File: src/rtl/axi_load_read_master.sv
// Single-beat AXI4 read master for RV64 loads: issues one AR/R transaction per
// request and returns the addressed bytes right-aligned and zero-filled.
module axi_load_read_master #(
  parameter int unsigned ADDR_W = 32,
  parameter int unsigned DATA_W = 64,
  parameter int unsigned ID_W   = 4,
  parameter int unsigned ID_VAL = 0
) (
  input  logic              clk,
  input  logic              rst,
  input  logic              req_valid,
  output logic              req_ready,
  input  logic [ADDR_W-1:0] req_addr,
  input  logic [2:0]        req_fun3,
  output logic              resp_valid,
  output logic [DATA_W-1:0] resp_data,
  output logic              resp_err,
  output logic              busy,
  output logic              arvalid,
  input  logic              arready,
  output logic [ADDR_W-1:0] araddr,
  output logic [ID_W-1:0]   arid,
  output logic [7:0]        arlen,
  output logic [2:0]        arsize,
  output logic [1:0]        arburst,
  input  logic              rvalid,
  output logic              rready,
  input  logic [DATA_W-1:0] rdata,
  input  logic [1:0]        rresp,
  input  logic              rlast,
  input  logic [ID_W-1:0]   rid
);

  typedef enum logic [1:0] {
    S_IDLE,
    S_AR,
    S_R,
    S_RESP
  } state_e;

  state_e            state_q, state_d;
  logic [ADDR_W-1:0] addr_q, addr_d;
  logic [1:0]        size_q, size_d;
  logic [DATA_W-1:0] data_q, data_d;
  logic              err_q, err_d;

  logic              misaligned;
  logic              id_match;
  logic [DATA_W-1:0] shifted;
  logic [DATA_W-1:0] masked;

  // Signedness is resolved by the downstream sign-extension stage.
  logic unused_fun3_msb;
  assign unused_fun3_msb = req_fun3[2];

  always_comb begin
    misaligned = 1'b0;
    case (req_fun3[1:0])
      2'd0:    misaligned = 1'b0;
      2'd1:    misaligned = req_addr[0];
      2'd2:    misaligned = |req_addr[1:0];
      default: misaligned = |req_addr[2:0];
    endcase
  end

  assign id_match = (rid == ID_W'(ID_VAL));
  assign shifted  = rdata >> {addr_q[2:0], 3'b000};

  always_comb begin
    masked = '0;
    case (size_q)
      2'd0:    masked = DATA_W'(shifted[7:0]);
      2'd1:    masked = DATA_W'(shifted[15:0]);
      2'd2:    masked = DATA_W'(shifted[31:0]);
      default: masked = shifted;
    endcase
  end

  always_comb begin
    state_d = state_q;
    addr_d  = addr_q;
    size_d  = size_q;
    data_d  = data_q;
    err_d   = err_q;
    case (state_q)
      S_IDLE: begin
        if (req_valid) begin
          addr_d  = req_addr;
          size_d  = req_fun3[1:0];
          data_d  = '0;
          err_d   = misaligned;
          state_d = misaligned ? S_RESP : S_AR;
        end
      end
      S_AR: begin
        if (arready) state_d = S_R;
      end
      S_R: begin
        // Foreign-ID beats and matching beats without rlast are consumed and dropped.
        if (rvalid && id_match && rlast) begin
          data_d  = masked;
          err_d   = rresp[1];
          state_d = S_RESP;
        end
      end
      S_RESP: state_d = S_IDLE;
      default: state_d = S_IDLE;
    endcase
  end

  always_ff @(posedge clk) begin
    if (rst) begin
      state_q <= S_IDLE;
      addr_q  <= '0;
      size_q  <= '0;
      data_q  <= '0;
      err_q   <= 1'b0;
    end else begin
      state_q <= state_d;
      addr_q  <= addr_d;
      size_q  <= size_d;
      data_q  <= data_d;
      err_q   <= err_d;
    end
  end

  assign req_ready  = (state_q == S_IDLE);
  assign busy       = (state_q != S_IDLE) | (req_valid & (state_q == S_IDLE));
  assign resp_valid = (state_q == S_RESP);
  assign resp_data  = data_q;
  assign resp_err   = err_q;

  assign arvalid = (state_q == S_AR);
  assign araddr  = addr_q;
  assign arid    = ID_W'(ID_VAL);
  assign arlen   = '0;
  assign arsize  = {1'b0, size_q};
  assign arburst = 2'b01;
  assign rready  = (state_q == S_R);

endmodule

File: config.mk
export PLATFORM = sky130hd
export DESIGN_NAME = axi_load_read_master
export DESIGN_NICKNAME = d
export VERILOG_FILES = /design/src/rtl/axi_load_read_master.sv
export SDC_FILE = /design/constraint.sdc
export NUM_CORES = 1
export LEC_CHECK = 0
export ABC_CLOCK_PERIOD_IN_PS = 1750
export CORE_UTILIZATION = 39
export CTS_BUF_LIST = sky130_fd_sc_hd__clkbuf_16
export CTS_CLUSTER_SIZE = 14
export DETAILED_ROUTE_END_ITERATION = 12
export PLACE_DENSITY = 0.77
export SYNTH_ARGS = -nofsm -noshare
export SYNTH_HDL_FRONTEND = slang
export SYNTH_SLANG_ARGS = --single-unit
File: constraint.sdc
create_clock -name clk -period 1.75 [get_ports clk]
set_clock_uncertainty 0.05 [all_clocks]
set_input_delay 0.35 -clock clk [delete_from_list [all_inputs] [get_ports clk]]
set_output_delay 0.35 -clock clk [all_outputs]
set_load 0.02 [all_outputs]
=== After elaboration in Yosys (flattened, before gate mapping) ===
Cells that the tools add are included.

* Bitwise gates (word level): 2
* Muxes and demuxes: 13
* Reduce and logical (&&, ||, !) cells: 13
* Shift operators: 1
* Eq/ne operators: 10

{| class="wikitable"
|+ Operators by type and width
! operator !! count
|-
| $pmux W64 S3 || 1
|-
| $mux W64 || 2
|-
| $pmux W64 S2 || 1
|-
| $shr A64 B6 Y64 || 1
|-
| $eq A2 B2 Y1 const B || 4
|-
| $mux W2 || 4
|-
| $pmux W2 S4 || 1
|-
| $eq A2 B1 Y1 const B || 3
|-
| $logic_not A2 Y1 || 3
|-
| $reduce_and A3 Y1 || 2
|-
| $logic_not A4 Y1 || 1
|-
| $ne A2 B1 Y1 const B || 2
|-
| $reduce_bool A2 Y1 || 2
|-
| $pmux W1 S3 || 1
|-
| $reduce_or A3 Y1 || 1
|-
| $logic_and A1 B1 Y1 || 2
|-
| $mux W1 || 2
|-
| $ne A2 B2 Y1 const B || 1
|-
| $pmux W1 S2 || 1
|-
| $reduce_and A2 Y1 || 1
|-
| $reduce_or A2 Y1 || 1
|-
| $and A1 B1 Y1 || 1
|-
| $or A1 B1 Y1 || 1
|}

* Word-level logic and storage cells: 44
* Bits of input ports: 111
* Bits in registers: 101
* Output and inout bits: 119

=== Depth between registers and ports, before layout ===
Gate-level depths: netlist (run 1).

* Depth in word-level cells: 5
* Mapped depth: 8
* Depth with buffers taken out: 7

=== Worst setup path before layout (run 1) ===
OpenSTA, ideal clock, no wires.

* Path kind: reg2out
* Start: reg state_q[0]
* End: out busy
* Setup slack: -0.189 ns
* Path buffers: 1
* Cell stages (with the launch flop): 6
* Data required time: 1.350 ns
* Arrival: 1.539 ns
* Cell sequence: dfxtp_1 -> inv_1 -> ha_1 -> and2b_1 -> inv_2 -> clkbuf_1

* Longest elaborated chain between the ends: 3
* Elaborated cells on any way between the ends: 4
* Those cells by class: bitwise: 2; reduce/logical: 2

{| class="wikitable"
|+ Ends and longest elaborated chain
! item !! line !! source
|-
| start: declaration || 41 || <nowiki>state_e state_q, state_d;</nowiki>
|-
| start signal: assignment || 119 || <nowiki>state_q <= state_d;</nowiki>
|-
| $logic_not A2 Y1 || n/a ||
|-
| named net req_ready || 12 || <nowiki>output logic req_ready,</nowiki>
|-
| $and A1 B1 Y1 || 128 || <nowiki>assign busy = (state_q != S_IDLE) | (req_valid & (state_q == S_IDLE));</nowiki>
|-
| $or A1 B1 Y1 || 128 ||
|-
| end: declaration || 18 || <nowiki>output logic busy,</nowiki>
|}

The timed path passes the listed nets, and every way through them passes these cells.

=== Final worst setup path (run 1) ===
* Start: reg state_q[1]
* End: out busy

* Longest elaborated chain between the ends: 3
* Elaborated cells on any way between the ends: 4
* Those cells by class: bitwise: 2; reduce/logical: 2

{| class="wikitable"
|+ Ends and longest elaborated chain
! item !! line
|-
| $logic_not A2 Y1 || 128
|-
| $and A1 B1 Y1 || 128
|-
| $or A1 B1 Y1 (*) || 128
|}

Every way passes the cells marked *; elsewhere a longest branch is shown, timed or not.

==> results of run 1 <==
==> flip-flops by register name, indices dropped and copies added, names as in the netlist <==
name / cells
state_q: 2
resp_err: 1
araddr: 32
resp_data: 64
size_q: 2
==> report_power, final <==
group / switching (mW) / internal, mW / leakage [nW] / total, mW
registers: 0.124 / 2.47 / 0.820 / 2.60
logic: 2.81 / 2.70 / 3.18 / 5.51
clock network: 0.920 / 0.958 / 0.134 / 1.88
total: 3.86 / 6.13 / 4.14 / 9.99
==> stage by stage <==
| step | setup TNS, ns | area [sq um] | utilization, % | instances |
|---|---|---|---|---|
| 6_report | -2.79 | 9460 | 67.9 | 1097 |
| 5_1_grt | -6.35 | 9460 | 67.9 | 1097 |
| 4_1_cts | -0.687 | 9100 | 65.3 | 1084 |
| 3_5_place_dp | -25.72 | 8490 | 60.9 | 1055 |
| 3_3_place_gp | -22.14 | 8490 | 60.9 | 1055 |
| 2_1_floorplan | 0 | 5670 | - | 621 |
==> how the worst max path moves through the flow <==
stage          startpoint       endpoint  cells after the start
2_1_floorplan  state_q[0]   resp_data[3]                      8
4_1_cts        state_q[0]           busy                      7
5_1_grt        state_q[0]           busy                      7
3_5_place_dp        rlast  resp_data[20]                      6
3_3_place_gp        rlast  resp_data[27]                      6
6_report       state_q[1]           busy                      7
==> logic make-up after synthesis <==
family          Yosys count
compound gates          166
fa+ha+maj                 5
buf+inv                  73
flops                   101
mux                      96
other cells               2
simple gates            165
==> cells in the final DEF, fill, tap and decap left out, types with 18 or more instances in the layout <==
| cell type | count |
|---|---|
| clkdlybuf4s50_1 | 144 |
| buf_4 | 99 |
| dfxtp_1 | 97 |
| nand2_1 | 80 |
| mux2i_1 | 72 |
| a21oi_1 | 48 |
| nand2b_1 | 34 |
| dlymetal6s2s_1 | 31 |
| dlygate4sd2_1 | 30 |
| nand4_1 | 25 |
| o21ai_0 | 25 |
| o2bb2ai_1 | 20 |
| buf_6 | 18 |
==> cell usage after synthesis (6+ instances only) <==
| cell type | instances |
|---|---|
| o2bb2ai_1 | 29 |
| o22ai_1 | 14 |
| mux2i_1 | 72 |
| mux2_2 | 16 |
| buf_6 | 6 |
| buf_2 | 14 |
| a21oi_1 | 52 |
| buf_4 | 21 |
| nor2_1 | 7 |
| nand4_1 | 25 |
| o2bb2ai_2 | 10 |
| nand2_1 | 80 |
| clkbuf_1 | 20 |
| o21ai_0 | 38 |
| nand2b_1 | 34 |
| dfxtp_1 | 101 |
| mux4_2 | 7 |
| a22o_1 | 8 |
==> area by class of cell <==
class	count	share of cell area, %
multi-input cells	448	36.5
clock buffers	9	2.38
well taps	180	2.38
flip-flops and latches	101	21.5
inverters	6	0.265
clock inverters	7	0.450
repair buffers	346	36.5
==> repair_timing <==
item / 4_1_cts / 5_1_grt
setup buffers: 11 / 9
hold buffers: 0 / 0
pin swaps: 6 / 21
setup endpoints to repair: 78 / 101
gates resized for setup: 107 / 72
gates cloned: 2 / 6
==> layer usage <==
metal | global-route usage (%) | share of wire [%] | vias up
met5 | 0 | 0 | -
met4 | 12.5 | 3.6 | 0
met3 | 7.35 | 8.9 | 47
met2 | 50.9 | 49 | 314
met1 | 33.7 | 39 | 2878
li1 | - | - | 2796
==> worst reg2reg max path, stage by stage (launching register included) <==
cell       delay (ns)
dfxtp_2          0.34
inv_2            0.05
ha_4             0.15
buf_6            0.11
and2b_2          0.21
buf_4            0.18
nor3_4           0.24
nand3_4          0.15
buf_8            0.19
o2bb2ai_2        0.13
==> flow_summary.toml, run 1 <==
[synthesis]
synth-edff-count = 0
ys_ff_latch = 101
ys.warnings.count = 0
synth_top_cell_area_share_pct = 36.1
ys_seq_area_share_pct = 36.1
yosysTopAreaCell = "dfxtp_1"
synth_top_family_by_area = "compound AO/OA/AOI/OAI gates"
synthSimpleGateAreaFrac_pct = 15.2
synth_compound_area_share_pct = 20.4
synthAdderAreaFrac_pct = 1.12
avgSynthCellArea_sq_um = 9.22
synthMuxAreaShare_pct = 19.4
ys_async_sr_fraction_pct = 0
synth_xor_area_share_pct = 0
ys_top_cells_by_area = "dfxtp_1, mux2i_1, nand2_1"
ys_types = 49
synth_ff_type = "dfxtp_1"
syn_area_sq_um = 5600
synthCells = 608

[sta]
relSlewSlack_pct = 61.1
layout_worst_path_cycle_share_pct = 108
whs_ns = 0.404
rsz0062_at_grt = "true"
slew_viol_final = 0
timing.final.ws_setup_ns = -0.145
fmax_ghz = 0.528
hold_viol_final = 0
worst_slew_pin_slew_ns = 0.580
period_needed_ns = 1.89
setup_viol = 55

[grt]
track_usage_pct = 29.2
grt_pass1_vias = 6039
antenna_found_initial = 0
grt_overflow = 0
grt_pass1_wl_microns = 32700
grt_max_degree = 39

[setup_path]
crit_family = "buffers and inverters"
cp-end-kind = "primary output"
reg2reg_from = "state_q[1]"
path_cells = "inv_2 -> ha_4 -> buf_6 -> and2b_2 -> inv_4 -> buf_12 -> buf_8"
cp.arrival_ns = 1.49
r2r_end = "resp_data[25]"
cp_slowest_cell = "dfxtp_2"
critPathBufInv = 5
r2r_cells = 9
worst_ep_required_time_ns = 1.35
crit_type = "register to primary output"
slowest_delay_ns = 0.34
worst-path-max-fanout = 3
cp-start-kind = "register"
ff2ff_setup_slack_ns = -0.11

[floorplanning]
core-area_sq_um = 13900
fp.dieH_microns = 122
die_w_microns = 122
rows = 43
floorplan.initialDensity_pct = 40.2
fp.dieArea_sq_um = 14800
boundaryPins = 230

[cells_and_area]
area_growth_pct = 68.8
fill_cells = 1084
drive_above_1_share_pct = 25.4
layout.nets = 1028
antenna_cells = 0
multi_input_area_sq_um = 3460
register_area_sq_um = 2030

[detailed_routing]
routed_wl_microns = 22500
via_per_inst = 5.50
dr.first_iter.drc_count = 437
drtAntennaViolNets = 0
drt-wirelength-per-cell_microns = 20.6
vias = 6035
firstDrtPassIters = 5
drc = 0

[placed_design]
port_buffers = 212
preCtsSetupSlack_ns = -0.523
place_congestion = 0.881
dpl.hpwl_microns = 16000

[run]
max-cap-violations = 0

[power_and_ir_drop]
p_leak_nw = 4.14
p_per_area_nw_per_um2 = 1060
total_power_mw = 9.99
peakVddDrop_uv = 628

[clock_network]
cts_htree_levels = 3
cts_sinks = 101
clockRootBuffer = "clkbuf_16"
cts_tree = "done"
cts_buffer_depth = 2
insertion_delay_ns = 0.35
cts_buffers = 9
clkTransAtPathRegs_ns = 0.07

[outcome]
violations = "negative setup slack"
status = "finished, violations left"

[hold_path]
holdCritStartpoint = "araddr[8]"
min_path_cells = 2
holdPathEnd = "araddr[8]"
hp-class = "register to register"
(Power assumes the default switching activity.)
==> inputs of run 2 (changes only) <==
--- a/config.mk
+++ b/config.mk
@@ -10,7 +10,7 @@
 export CTS_BUF_LIST = sky130_fd_sc_hd__clkbuf_16
 export CTS_CLUSTER_SIZE = 14
 export DETAILED_ROUTE_END_ITERATION = 12
-export PLACE_DENSITY = 0.77
+export PLACE_DENSITY = 0.81
 export SYNTH_ARGS = -nofsm -noshare
 export SYNTH_HDL_FRONTEND = slang
 export SYNTH_SLANG_ARGS = --single-unit
==> run 2 against run 1 <==
The run still ends with negative setup slack left; fmax is 4.0% higher; worst setup slack better by 0.073 ns; via count fell by 2.1%; register-to-register slack gained 0.11 ns; first-iteration DRC count up 6.2%; sequential share of layout area is 0.71 points higher; sequential power about the same; clock power increased by 12%; flip-flop and latch count unchanged; die area is the same; global-route usage is 1.4 points lower.
==> flow_summary.toml, run 2 (synthesized netlist as in run 1, its figures left out) <==
[sta]
relSlewSlack_pct = 63.1
fmax_ghz = 0.549
rsz0062_at_grt = "true"
worst_slew_pin_slew_ns = 0.550
timing.final.ws_setup_ns = -0.0715
final.setup.tns_ns = -0.0715
hold_viol_final = 0
whs_ns = 0.404
period_needed_ns = 1.82
slew_viol_final = 0
layout_worst_path_cycle_share_pct = 104
setup_viol = 1

[floorplanning]
floorplan.initialDensity_pct = 40.2
rows = 43
boundaryPins = 230
fp.dieH_microns = 122
die_w_microns = 122
fp.dieArea_sq_um = 14800
core-area_sq_um = 13900

[cells_and_area]
register_area_sq_um = 2040
largest_reg_flops = 64
fill_cells = 1098
antenna_cells = 0
layout.nets = 1011
layout_common_cells = "clkdlybuf4s50_1, dfxtp_1, buf_4"
final_util_pct = 65.9
area_growth_pct = 63.9
stdcell_count = 1080
final_common_cell = "clkdlybuf4s50_1"
final_cell_area_sq_um = 9190
drive_above_1_share_pct = 22.9
multi_input_area_sq_um = 3330

[setup_path]
crit_type = "register to primary output"
crit_family = "flip-flops"
cp-start-kind = "register"
worst-path-max-fanout = 3
critPathBufInv = 4
cp-end-kind = "primary output"
worst-path-stages = 6
r2r_end = "resp_data[12]"
worst_ep_required_time_ns = 1.35
ff2ff_setup_slack_ns = 0
cp.arrival_ns = 1.42
r2r_cells = 5
path_cells = "inv_4 -> ha_4 -> and2b_2 -> inv_4 -> buf_12 -> buf_8"
cp_slowest_cell = "dfxtp_2"
reg2reg_from = "araddr[1]"
slowest_delay_ns = 0.35
cp_common_cell = "inv_4"

[grt]
antenna_found_initial = 0
grt_max_degree = 39
track_usage_pct = 27.9
grt_pass1_wl_microns = 31300
grt_pass1_vias = 6086
grt_overflow = 0

[detailed_routing]
vias = 5908
dr.first_iter.drc_count = 464
drt-wirelength-per-cell_microns = 19.1
routed_wl_microns = 20600
firstDrtPassIters = 5
via_per_inst = 5.47
drc = 0
drtAntennaViolNets = 0

[clock_network]
cts_buffers = 9
cts_hold_buf = 0
clkTransAtPathRegs_ns = 0.07
cts_buffer_depth = 2
clockRootBuffer = "clkbuf_16"
insertion_delay_ns = 0.36
cts_sinks = 101
cts_tree = "done"
cts_htree_levels = 3

[placed_design]
placed_cells = 1047
preCtsSetupSlack_ns = -0.477
dpl.hpwl_microns = 14900
port_buffers = 212
place_congestion = 0.930
dpl_cell_area_sq_um = 8460

[outcome]
violations = "negative setup slack"
status = "finished, violations left"

[hold_path]
holdCritStartpoint = "araddr[25]"
hp-class = "register to register"
min_path_cells = 2
holdPathEnd = "araddr[25]"

[power_and_ir_drop]
total_power_mw = 9.39
p_per_area_nw_per_um2 = 1020
peakVddDrop_uv = 837
p_leak_nw = 4.02

[run]
max-cap-violations = 0
==> run 2: tightest hold or removal path: cells and delay by family, from the launching register on <==
| family | cells | cell delay [ns] |
|---|---|---|
| AO/OA/AOI/OAI | 1 | 0.05 |
| AND/OR/NAND/NOR | 1 | 0.05 |
| flip-flops | 1 | 0.31 |
==> run 2: what timing repair did <==
item	4_1_cts	5_1_grt
pin swaps	4	24
endpoints found under the setup margin	86	99
gates cloned	2	1
buffers inserted	9	5
gates resized for setup	73	68
==> run 2: report_power, final <==
group	internal (mW)	switching [mW]	leakage (nW)
Combinational	2.21	2.46	3.06
Clock	1.13	0.983	0.143
Sequential	2.48	0.133	0.821
==> run 2: area by class of cell <==
class	instances	area share, %
Sequential cell	101	22.2
Clock inverter	7	0.872
Clock buffer	9	2.45
Inverter	6	0.327
Timing Repair Buffer	329	35.5
Tap cell	180	2.45
Multi-Input combinational cell	448	36.2
==> run 2: metal layers <==
layer | GRT usage (%) | wire, microns | vias up
met3 | 8.61 | 2090 | 57
met5 | 0 | 0 | -
met1 | 32.6 | 7930 | 2781
li1 | - | - | 2753
met2 | 44.2 | 9580 | 317
met4 | 17.8 | 1020 | 0
==> run 2: worst max-delay path by stage <==
stage / endpoint / slack, ns / from
floorplan: resp_data[3] / 0.006 / state_q[0]
global placement: resp_data[19] / -0.43 / rlast
detailed placement: state_q[1] / -0.48 / rid[1]
CTS: busy / -0.08 / state_q[1]
global route: busy / -0.12 / state_q[0]
finish: busy / -0.07 / state_q[0]
